`config.mk`:
```
export PLATFORM = sky130hd
export DESIGN_NAME = stack_ctrl_flat
export DESIGN_NICKNAME = d
export VERILOG_FILES = /design/src/rtl/stack_if.sv /design/src/rtl/stack_ctrl.sv /design/src/flat_wrapper.sv
export SDC_FILE = /design/constraint.sdc
export NUM_CORES = 1
export LEC_CHECK = 0
export BUFFER_PORTS_ARGS = -buffer_cell sky130_fd_sc_hd__buf_2
export CORE_MARGIN = 4
export CORE_UTILIZATION = 45
export CTS_CLUSTER_SIZE = 12
export DETAILED_ROUTE_END_ITERATION = 10
export GPL_TIMING_DRIVEN = 1
export PLACE_DENSITY = 0.82
export SETUP_SLACK_MARGIN = 0.05
export SLEW_MARGIN = 5
export SYNTH_ARGS = -nofsm -noshare
export SYNTH_HDL_FRONTEND = slang
export SYNTH_SLANG_ARGS = --single-unit
```
`constraint.sdc`:
```
create_clock -name clk -period 2.4 [get_ports clk]
set_clock_uncertainty 0.05 [all_clocks]
set_input_delay 0.24 -clock clk [delete_from_list [all_inputs] [get_ports clk]]
set_output_delay 0.24 -clock clk [all_outputs]
set_load 0.01 [all_outputs]
```
`src/rtl/stack_if.sv`:
```
// -----------------------------------------------------------------------------
// stack_if : core <-> stack controller request/response channel.
//   push, pop, push_data   core -> controller  (request, sampled when ready=1)
//   ready                  controller -> core  (controller idle, request accepted)
//   pop_data, pop_valid    controller -> core  (popped word, one-cycle strobe)
// master = core side, slave = stack controller side.
// -----------------------------------------------------------------------------
interface stack_if #(
  parameter int WIDTH = 16
);
  logic             push;
  logic             pop;
  logic [WIDTH-1:0] push_data;
  logic             ready;
  logic [WIDTH-1:0] pop_data;
  logic             pop_valid;

  modport master (
    output push, pop, push_data,
    input  ready, pop_data, pop_valid
  );

  modport slave (
    input  push, pop, push_data,
    output ready, pop_data, pop_valid
  );
endinterface

```
`src/rtl/stack_ctrl.sv`:
```
// -----------------------------------------------------------------------------
// stack_ctrl : push/pop controller for the CPU hardware stack.
// Owns the stack pointer (count) and drives a single-port stack memory with a
// registered address / write enable / write data; memory read data is async.
//
// Ports:
//   clk, reset          clock, synchronous active-high reset
//   bus (stack_if.slave) push/pop/push_data in, ready/pop_data/pop_valid out
//   count               number of stored words, 0..NWORDS
//   empty, full         combinational from count
//   overflow, underflow sticky rejected-request flags, cleared by reset only
//   mem_a, mem_we, mem_din  registered stack memory controls
//   mem_dout            async read data, mem[mem_a]
//   tos, tos_valid      top-of-stack peek (only with STACK_PEEK_EN)
//
// Build option: define STACK_PEEK_EN to add the tos/tos_valid peek ports; the
// address is then parked on the top entry while idle.
// -----------------------------------------------------------------------------
module stack_ctrl #(
  parameter  int WIDTH  = 16,
  parameter  int NWORDS = 1024,
  localparam int AW     = $clog2(NWORDS)
) (
  input  logic             clk,
  input  logic             reset,
  stack_if.slave           bus,
  output logic [AW:0]      count,
  output logic             empty,
  output logic             full,
  output logic             overflow,
  output logic             underflow,
  output logic [AW-1:0]    mem_a,
  output logic             mem_we,
  output logic [WIDTH-1:0] mem_din,
  input  logic [WIDTH-1:0] mem_dout
`ifdef STACK_PEEK_EN
  ,
  output logic [WIDTH-1:0] tos,
  output logic             tos_valid
`endif
);

  typedef enum logic [1:0] {
    IDLE = 2'd0,
    WR   = 2'd1,
    RD   = 2'd2,
    XCH  = 2'd3
  } state_t;

  localparam logic [AW:0] ONE_CNT  = (AW+1)'(1);
  localparam logic [AW:0] FULL_CNT = (AW+1)'(NWORDS);

  state_t        state_r;
  logic [AW-1:0] top_s;

  // Flags derived directly from the stack pointer.
  always_comb begin
    empty = (count == '0);
    full  = (count == FULL_CNT);
  end

  // Index of the current top entry; 0 when the stack is empty.
  always_comb begin
    if (count == '0) begin
      top_s = '0;
    end else begin
      top_s = AW'(count - ONE_CNT);
    end
  end

  assign bus.ready = (state_r == IDLE);

`ifdef STACK_PEEK_EN
  assign tos       = mem_dout;
  assign tos_valid = (state_r == IDLE) && !empty;
`endif

  // Request FSM: pointer, memory controls, pop response and sticky flags.
  always_ff @(posedge clk) begin
    if (reset) begin
      state_r       <= IDLE;
      count         <= '0;
      mem_a         <= '0;
      mem_we        <= 1'b0;
      mem_din       <= '0;
      bus.pop_data  <= '0;
      bus.pop_valid <= 1'b0;
      overflow      <= 1'b0;
      underflow     <= 1'b0;
    end else begin
      mem_we        <= 1'b0;
      bus.pop_valid <= 1'b0;
      case (state_r)
        IDLE: begin
`ifdef STACK_PEEK_EN
          // Park on the top entry so tos follows count; an accepted op overrides.
          mem_a <= top_s;
`endif
          if (bus.push && (!bus.pop || empty)) begin
            // Plain push; push+pop on an empty stack also lands here.
            if (full) begin
              overflow <= 1'b1;
            end else begin
              mem_a   <= count[AW-1:0];
              mem_din <= bus.push_data;
              mem_we  <= 1'b1;
              state_r <= WR;
            end
          end else if (bus.pop && !bus.push) begin
            if (empty) begin
              underflow <= 1'b1;
            end else begin
              mem_a   <= top_s;
              state_r <= RD;
            end
          end else if (bus.push && bus.pop) begin
            // Exchange: old top is read in XCH before the write edge lands.
            mem_a   <= top_s;
            mem_din <= bus.push_data;
            mem_we  <= 1'b1;
            state_r <= XCH;
          end else begin
            state_r <= IDLE;
          end
        end
        WR: begin
          count   <= count + ONE_CNT;
          state_r <= IDLE;
        end
        RD: begin
          bus.pop_data  <= mem_dout;
          bus.pop_valid <= 1'b1;
          count         <= count - ONE_CNT;
          state_r       <= IDLE;
        end
        XCH: begin
          bus.pop_data  <= mem_dout;
          bus.pop_valid <= 1'b1;
          state_r       <= IDLE;
        end
        default: begin
          state_r <= IDLE;
        end
      endcase
    end
  end

endmodule

```
`src/flat_wrapper.sv`:
```
// flat-port wrapper written by rule: the top's interface ports become plain ports
module stack_ctrl_flat 
#(
  parameter  int WIDTH  = 16,
  parameter  int NWORDS = 1024,
  localparam int AW     = $clog2(NWORDS)
)
  (clk, reset, count, empty, full, overflow, underflow, mem_a, mem_we, mem_din, mem_dout, bus_push, bus_pop, bus_push_data, bus_ready, bus_pop_data, bus_pop_valid);
  stack_if #(.WIDTH(WIDTH)) bus_i ();
  input  logic clk;
  input  logic reset;
  output logic [AW:0] count;
  output logic empty;
  output logic full;
  output logic overflow;
  output logic underflow;
  output logic [AW-1:0] mem_a;
  output logic mem_we;
  output logic [WIDTH-1:0] mem_din;
  input  logic [WIDTH-1:0] mem_dout;
  input wire logic [$bits(bus_i.push)-1:0] bus_push;
  input wire logic [$bits(bus_i.pop)-1:0] bus_pop;
  input wire logic [$bits(bus_i.push_data)-1:0] bus_push_data;
  output wire logic [$bits(bus_i.ready)-1:0] bus_ready;
  output wire logic [$bits(bus_i.pop_data)-1:0] bus_pop_data;
  output wire logic [$bits(bus_i.pop_valid)-1:0] bus_pop_valid;
  assign bus_i.push = bus_push;
  assign bus_i.pop = bus_pop;
  assign bus_i.push_data = bus_push_data;
  assign bus_ready = bus_i.ready;
  assign bus_pop_data = bus_i.pop_data;
  assign bus_pop_valid = bus_i.pop_valid;
  stack_ctrl #(.WIDTH(WIDTH), .NWORDS(NWORDS)) u_core (.clk(clk), .reset(reset), .bus(bus_i), .count(count), .empty(empty), .full(full), .overflow(overflow), .underflow(underflow), .mem_a(mem_a), .mem_we(mem_we), .mem_din(mem_din), .mem_dout(mem_dout));
endmodule
```
### Yosys cells after proc, flatten, opt, wreduce, memory -nomap -nowiden

Index checks and enable logic that the tools add are counted.

| word-level totals | value |
|---|---|
| memories | 0 |
| logic and storage cells | 63 |
| bits in read-only memories | 0 |
| bits in writable memories | 0 |
| latch bits | 0 |
| flip-flop bits (word level) | 59 |

| cells by class | value |
|---|---|
| shift-type cells | 0 |
| eq/ne operators | 9 |
| $mul | 0 |
| muxes and demuxes | 22 |
| bitwise operators | 2 |
| $add $sub $neg | 2 |
| divide/modulo/power cells | 0 |
| reductions and logical operators | 19 |
| $lt $le $gt $ge | 0 |

Operators with widths:

| cell | number |
|---|---|
| 16-bit two-way mux | 4 |
| 10-bit two-way mux | 6 |
| 11-bit one-hot mux with 2 select lines | 1 |
| 4-bit AND reduction | 3 |
| 11-bit by 1-bit adder with 11-bit output (second input constant) | 1 |
| 11-bit equality test (second input constant) | 1 |
| 11-bit zero test | 1 |
| 11-bit by 1-bit subtractor with 11-bit output (second input constant) | 1 |
| 2-bit two-way mux | 5 |
| 3-bit != test (second input constant) | 2 |
| 1-bit two-way mux | 5 |
| 2-bit equality test (second input constant) | 2 |
| 4-bit != test (second input constant) | 1 |
| 2-bit one-hot mux with 2 select lines | 1 |
| 2-bit nonzero test | 2 |
| 2-bit OR reduction | 2 |
| 1-bit logical AND | 3 |
| 3-bit AND reduction | 1 |
| 3-bit nonzero test | 1 |
| 3-bit OR reduction | 1 |
| 2-bit by 1-bit equality test with 1-bit output (second input constant) | 1 |
| 1-bit zero test | 2 |
| 2-bit zero test | 1 |
| 2-bit by 1-bit != test with 1-bit output (second input constant) | 1 |
| 4 further kinds | 5 |

### Longest topological paths before layout

Gate-level depths: netlist of the first run.

| depth | value |
|---|---|
| depth in word-level cells | 5 |
| depth in mapped cells | 9 |

### Worst setup path before layout of the first run

OpenSTA, ideal clock, no wires.

| path | value |
|---|---|
| path kind | register to register |
| from | register u_core.count[1] |
| to | register u_core.mem_a[9] |
| setup time | 119 ps |
| arrival time | 1967 ps |
| cell stages (with the launch flop) | 9 |
| required time | 2231 ps |
| setup slack | 264 ps |
| cells stage by stage | dfxtp_1 > clkbuf_1 > inv_1 > ha_1 > nor4b_2 > a41oi_1 > and2_1 > buf_2 > o221a_1 |

| on the way | value |
|---|---|
| word-level cells in the longest chain between the ends | 5 |
| elaborated cells on any way between the ends | 14 |

Ends and longest elaborated chain:

| what | RTL line | source |
|---|---|---|
| start, declared | stack_ctrl.sv:27 | `output logic [AW:0] count,` |
| start signal, assigned | stack_ctrl.sv:127 | `count <= count + ONE_CNT;` |
| start signal, assigned | stack_ctrl.sv:133 | `count <= count - ONE_CNT;` |
| 11-bit by 1-bit subtractor with 11-bit output / 11-bit zero test (equally long branches) | stack_ctrl.sv:67, stack_ctrl.sv:58, stack_ctrl.sv:64 |  |
| 10-bit two-way mux / 1-bit logical OR (equally long branches) | stack_ctrl.sv:64, stack_ctrl.sv:99 |  |
| 10-bit two-way mux (tied with other cells) | stack_ctrl.sv:116 | `end else if (bus.push && bus.pop) begin` |
| 10-bit two-way mux (tied with other cells) | stack_ctrl.sv:109 | `end else if (bus.pop && !bus.push) begin` |
| 10-bit two-way mux / 4-bit AND reduction (equally long branches) | n/a |  |
| end signal, assigned | stack_ctrl.sv:104 | `mem_a <= count[AW-1:0];` |
| end signal, assigned | stack_ctrl.sv:113 | `mem_a <= top_s;` |
| end signal, assigned | stack_ctrl.sv:118 | `mem_a <= top_s;` |
| end, declared | stack_ctrl.sv:32 | `output logic [AW-1:0] mem_a,` |

Several ways; a longest one is shown, not always the timed one. The select of a mux whose other input is x is not followed.
A chain may end at the register's enable or synchronous reset.

### Worst setup path in the final report of the first run

| path | value |
|---|---|
| from | register u_core.count[0] |
| to | output full |

| on the way | value |
|---|---|
| word-level cells in the longest chain between the ends | 1 |

Ends and longest elaborated chain:

| what | RTL line | source |
|---|---|---|
| 11-bit equality test | stack_ctrl.sv:59 | `full = (count == FULL_CNT);` |
| end, declared | flat_wrapper.sv:14 | `output logic full;` |

Every way passes these cells.

==> reports/qor.txt, run 1 <==
status -> complete, no violations
top post-synthesis cells by count -> 78 x nand2_1, 59 x dfxtp_1, 51 x a21oi_1, 23 x nor2_1, 17 x clkbuf_1
Post-Syn Instances -> 358
clock slew at reported path FFs -> 0.07 ns
Min Hold Slack -> 0.0785 ns
max cap viols -> 0
Final period util -> 92.2%
Std-Cell Core Area -> 6030 um2
worst hold start -> bus_push_data[11]
Die Y -> 87.6 um
Syn Area/Cell -> 7.96 um2
Slew Limit Fails -> 0
Die Width -> 87.6 um
Synth top area share -> 41.4%
vias in the first global route -> 2631
Slew @ Worst Pin -> 0.599 ns
flops & latches, synth -> 59
Final ANT Viol Nets -> 0
worst r2r dst -> u_core.count[9]
most common cell in the netlist -> nand2_1
CTS Root Cell -> clkbuf_8
grt ovf -> 0
Setup-failing EPs final -> 0
die area -> 7670 um2
H-tree level count -> 3
row count -> 28
power density over the cells -> 804 nW/um2
Post-route DRC -> 0
sequential share of the synthesized area -> 41.4%
vias per inst -> 5.36
RSZ-0062 raised after global routing -> no
maximum vdd ir drop -> 0.000503 V
relative slew slack -> 60.0%
Main synth FF type -> dfxtp_1
Initial Util -> 47.3%
Post-synth EDFFs -> 0
layout net count -> 487
R2R Setup Slk -> 0.25 ns
HPWL Detailed -> 5270 um
mapped cell area -> 2850 um2
layout cell share with drive strength beyond 1 -> 31.3%
Fmax -> 0.452 GHz
largest net degree at the start of global routing -> 34
GP Congestion -> 0.864
startpoint types -> flip-flop
global-route wire length before repair -> 12100 um
asr flop ratio synth -> 0%
Mapped Nets -> 399
DR WL/cell -> 13.9 um
total I/O pin count -> 96
Hold Path End -> u_core.mem_din[11]
Pre-antenna DRT Iters -> 5
Setup crit end kind -> output pin
final hold viol count -> 0
area leader, netlist -> dfxtp_1
Syn. warnings -> 0
Hold Crit Class -> in -> reg
Cell Area, Placed -> 3380 um2
vias post-DR -> 2817
total power -> 2.88 mW
Tmin final -> 2.21 ns
crit path max fanout -> 7
RR Startpoint -> u_core.count[2]
FILL cells -> 556
final instance area -> 3580 um2
Fin Setup TNS -> 0 ns
Area contributors post-synth -> dfxtp_1 41%, nand2_1 10%, a21oi_1 9.0%
final WL -> 7320 um
critical path class -> reg -> out
post-synthesis cell type count -> 56
Worst R2R Path Depth -> 4
clk buf depth -> 2
TritonCTS Buffers -> 9
clk sinks -> 59
hold path cells -> 3
initial antenna violation count -> 0
clock latency on the worst-skew pair -> 0.34 ns
Critical Path RT -> 2.11 ns
CTS tree -> built
# diodes -> 0
initial DRC count -> 166
Layout area overhead -> 25.8%
Port-buffer cells -> 95
Pleak -> 1.57 nW
CP Data Arrival Time -> 1.92 ns
gr usage total -> 19.5%
where the power goes:
part,internal [mW],leakage [nW],switching (mW),total [mW]
sequential,1.08,0.482,0.0617,1.14
combinational,0.359,0.993,0.468,0.827
clock,0.486,0.0962,0.432,0.917
registers in the layout (all words and copies together), names as in the netlist:
name and count:
u_core.bus.pop_data 16, u_core.bus.pop_valid 1, u_core.count 11, u_core.mem_a 10, u_core.mem_din 16, u_core.mem_we 1, u_core.overflow 1, u_core.state_r 2
u_core.underflow 1
critical path, stage by stage, from the launching register on:
cell	delay, ns
dfxtp_2	0.37
inv_1	0.06
ha_1	0.26
nor4b_2	0.18
buf_4	0.18
and3_2	0.24
and2_1	0.16
buf_2	0.13
layout by cell type, fill, tap and decap left out, drive strengths merged, types with 5 or more instances in the layout:
master	instances
a21oi	51
o21ai	8
dfxtp	59
a211oi	6
nand2	78
xnor2	5
clkbuf	9
buf	108
nor2	23
a311oi	5
ha	5
nor3	10
inv	12
routing by layer:
metal | share of wire (%) | wire, um | track usage, %
met3 | 8.1 | 592 | 7.43
met1 | 44 | 3250 | 24.3
met4 | 0.92 | 67 | 6.69
met2 | 47 | 3400 | 31.1
met5 | 0 | 0 | 0
kinds of logic (layout without fill, tap and decap cells):
family	after synthesis	after routing	share of synthesized area (%)
simple gates	146	146	24.3
compound gates	93	93	21.2
flops	59	59	41.4
buf+inv	41	134	6.06
mux	8	8	2.99
xor+xnor	6	6	1.84
fa+ha+maj	5	5	2.19
what timing repair did:
action | CTS | global route
endpoints found under the hold margin | 0 | 0
hold buffers | 0 | 0
setup endpoints to repair | 0 | 1
gates resized for setup | 0 | 2
buffers inserted | 0 | 0
stage by stage:
stage	cells	util [%]	setup slack, ns
2_1_floorplan	358	-	0.264
3_3_place_gp	510	56.1	0.304
3_5_place_dp	510	56.1	0.263
4_1_cts	526	59.4	0.100
5_1_grt	526	59.5	0.0601
6_report	526	59.5	0.187
cell type report:
class                           count  area [um2]  area share [%]
Tap cell                           75        93.8            2.62
Timing Repair Buffer              108         573            16.0
Clock buffer                        9         124            3.46
Sequential cell                    59        1180            33.0
Multi-Input combinational cell    258        1500            41.8
Inverter                           10        37.5            1.05
Clock inverter                      7        76.3            2.13
worst max path at each step:
stage,start,end,depth (start not counted)
final,u_core.count[0],full,7
after global routing,u_core.count[0],full,7
after CTS,u_core.count[0],full,7
after detailed placement,u_core.count[0],u_core.mem_a[6],6
after global placement,u_core.count[2],u_core.count[9],4
after floorplan,u_core.count[1],u_core.mem_a[9],8
Note: power is estimated with default switching activity, not from simulation.
==> inputs of run 2 (changes only) <==
--- a/config.mk
+++ b/config.mk
@@ -5,13 +5,14 @@
 export SDC_FILE = /design/constraint.sdc
 export NUM_CORES = 1
 export LEC_CHECK = 0
+export ABC_AREA = 1
 export BUFFER_PORTS_ARGS = -buffer_cell sky130_fd_sc_hd__buf_2
 export CORE_MARGIN = 4
 export CORE_UTILIZATION = 45
 export CTS_CLUSTER_SIZE = 12
 export DETAILED_ROUTE_END_ITERATION = 10
 export GPL_TIMING_DRIVEN = 1
-export PLACE_DENSITY = 0.82
+export PLACE_DENSITY = 0.8
 export SETUP_SLACK_MARGIN = 0.05
 export SLEW_MARGIN = 5
 export SYNTH_ARGS = -nofsm -noshare
==> reports/qor.txt, run 2 <==
Post-CTS Hold Buffers -> 0 (unchanged)
most common cell in the netlist -> nor2_1
mapped cell area -> 3240 um2 (+14%)
R2R Setup Slk -> 0.42 ns (+0.17 ns)
clock slew at reported path FFs -> 0.08 ns (about the same)
die area -> 8630 um2 (+12%)
top post-synthesis cells by count -> 96 x nor2_1, 64 x nand2_1, 59 x dfxtp_1, 44 x inv_1, 34 x o21ai_0
Syn Area/Cell -> 7.27 um2 (-8.7%)
final instance area -> 3930 um2 (+9.7%)
largest family of logic cells by synthesized area -> simple AND/OR/NAND/NOR gates
Area contributors post-synth -> dfxtp_1 36%, nor2_1 11%, nand2_1 7.4%
CTS Root Cell -> clkbuf_8
Final ANT Viol Nets -> 0 (unchanged)
vias post-DR -> 3169 (+12%)
status -> complete, no violations
clk buf depth -> 2 (unchanged)
relative slew slack -> 65.9% (+6.0 points)
Port-buffer cells -> 95 (unchanged)
vias in the first global route -> 2822 (+7.3%)
Initial Util -> 47.0% (-0.34 points)
maximum vdd ir drop -> 0.000410 V (-18%)
Worst R2R Path Depth -> 11 (+7)
Syn. warnings -> 0 (unchanged)
Post-synth EDFFs -> 0 (unchanged)
HPWL Detailed -> 6060 um (+15%)
Slew @ Worst Pin -> 0.511 ns (-0.0883 ns)
Setup-failing EPs final -> 0 (unchanged)
Critical Path RT -> 2.11 ns (about the same)
Mapped Nets -> 487 (+22%)
Std-Cell Core Area -> 6910 um2 (+15%)
Synth top area share -> 36.4% (-5.0 points)
placed insts -> 621 (+22%)
slowest stage delay, CP -> 0.37 ns (about the same)
Tmin final -> 2.10 ns (-0.110 ns)
Crit-path slowest cell -> dfxtp_1
compound-cell area share of the yosys netlist -> 11.5% (-9.7 points)
CP Buf/Inv Count -> 3 (unchanged)
Post-Syn Instances -> 446 (+25%)
CP Data Arrival Time -> 1.81 ns (-0.11 ns)
Pre-antenna DRT Iters -> 5 (unchanged)
power density over the cells -> 953 nW/um2 (+19%)
CP Cell Sequence -> inv_1, ha_1, nand2_4, nor2_4, nand2_4, inv_1, buf_2
Fmax -> 0.476 GHz (+5.2%)
clock latency on the worst-skew pair -> 0.35 ns (about the same)
RSZ-0062 raised after global routing -> no
flops & latches, synth -> 59 (unchanged)
largest registers -> u_core.bus.pop_data x16, u_core.mem_din x16, u_core.count x11
area leader, netlist -> dfxtp_1
Hold Crit Class -> in -> reg
fin cells -> 637 (+21%)
post-synthesis simple-gate area fraction -> 37.7% (+13 points)
Setup Buffers After CTS -> 0 (unchanged)
most common cell after layout, fill and taps aside -> nor2_1
total power -> 3.75 mW (+30%)
Slew Limit Fails -> 0 (unchanged)
total I/O pin count -> 96 (unchanged)
layout cell share with drive strength beyond 1 -> 31.1% (-0.21 points)
global-route wire length before repair -> 13300 um (+10%)
layout net count -> 577 (+18%)
highest-count cells in the layout ignoring fill and taps -> 96 x nor2_1, 95 x buf_2, 64 x nand2_1, 59 x dfxtp_1, 44 x inv_1
crit path max fanout -> 6 (-1)
Post-route DRC -> 0 (unchanged)
asr flop ratio synth -> 0% (unchanged)
Final period util -> 87.6% (-4.6 points)
critical path class -> reg -> out
vias per inst -> 4.97 (-7.1%)
post-synthesis cell type count -> 36 (-36%)
cell family with most CP delay -> buffers and inverters
CTS tree -> built
DR WL/cell -> 12.8 um (-8.1%)
Setup crit end kind -> output pin
# diodes -> 0 (unchanged)
grt ovf -> 0 (unchanged)
sequential share of the synthesized area -> 36.4% (-5.0 points)
largest net degree at the start of global routing -> 35 (+2.9%)
H-tree level count -> 3 (unchanged)
Pleak -> 1.97 nW (+25%)
final hold viol count -> 0 (unchanged)
critical path depth -> 7 (unchanged)
initial DRC count -> 196 (+18%)
PostCTS Resize Cnt -> 0 (unchanged)
Layout area overhead -> 21.2%
Fin Setup TNS -> 0 ns (unchanged)
Cell Area, Placed -> 3730 um2 (+10%)
Die Y -> 92.9 um (+6.1%)
clk sinks -> 59 (unchanged)
Synth Area in Adders -> 1.93% (-0.27 points)
max cap viols -> 0 (unchanged)
TritonCTS Buffers -> 9 (unchanged)
gr usage total -> 19.0% (-0.53 points)
row count -> 30 (+7.1%)
post-synthesis xor/xnor area fraction -> 1.35% (-0.49 points)
hold path cells -> 3 (unchanged)
post-synthesis mux area share -> 0% (-3.0 points)
initial antenna violation count -> 0 (unchanged)
Main synth FF type -> dfxtp_1
GP Congestion -> 0.884 (+2.4%)
startpoint types -> flip-flop
final WL -> 8140 um (+11%)
Die Width -> 92.9 um (+6.1%)
run 2: metrics by stage:
stage               utilization (%)  hold slack, ns  worst slack [ns]
finish                         56.9          0.0852             0.297
global route                   56.9          0.0985             0.149
CTS                            56.9          0.0743             0.273
detailed placement             54.0           0.392             0.420
global placement               54.0           0.388             0.573
floorplan                         -           0.346             0.600
run 2: where the power goes:
part / total [mW] / switching [mW] / internal, mW / leakage (nW)
Combinational: 1.52 / 0.945 / 0.571 / 1.38
Clock: 0.922 / 0.437 / 0.485 / 0.0998
Sequential: 1.31 / 0.144 / 1.17 / 0.485
run 2: final cells by class:
| type | instances | area, um2 |
|---|---|---|
| clock buffer | 9 | 124 |
| fill | 708 | 2980 |
| timing repair buffer | 102 | 541 |
| multi-input combinational | 316 | 1700 |
| clock inverter | 7 | 77.6 |
| tap | 96 | 120 |
| sequential | 59 | 1180 |
| inverter | 48 | 188 |
run 2: final timing paths:
kind                                        from                 endpoint
worst max-delay path             u_core.count[0]                    empty
worst min-delay path                mem_dout[11]  u_core.bus.pop_data[11]
worst max register to register   u_core.count[0]       u_core.mem_din[15]
worst min register to register  u_core.underflow         u_core.underflow
run 2: layer usage:
metal / up-vias / track usage, % / share of wire (%)
met5: - / 0 / 0
met4: 0 / 8.18 / 2.0
met3: 16 / 4.96 / 6.8
met2: 131 / 29.1 / 47
met1: 1430 / 25.2 / 44
li1: 1592 / - / -
run 2: cells by family (layout without fill, tap and decap cells):
group | count (synthesis) | in the layout
simple gates | 237 | 237
compound gates | 69 | 69
flops | 59 | 59
fa+ha+maj | 5 | 5
buf+inv | 71 | 166
xor+xnor | 5 | 5
run 2: worst register-to-register path, cell delays in order, from the launching register on:
cell	delay, ns
dfxtp_1	0.44
inv_1	0.14
ha_1	0.33
nand3_4	0.15
nor2_4	0.04
nand2_2	0.09
clkinv_4	0.08
nand2_8	0.15
nand2_8	0.07
inv_4	0.19
nor2_1	0.09
nor2_1	0.11
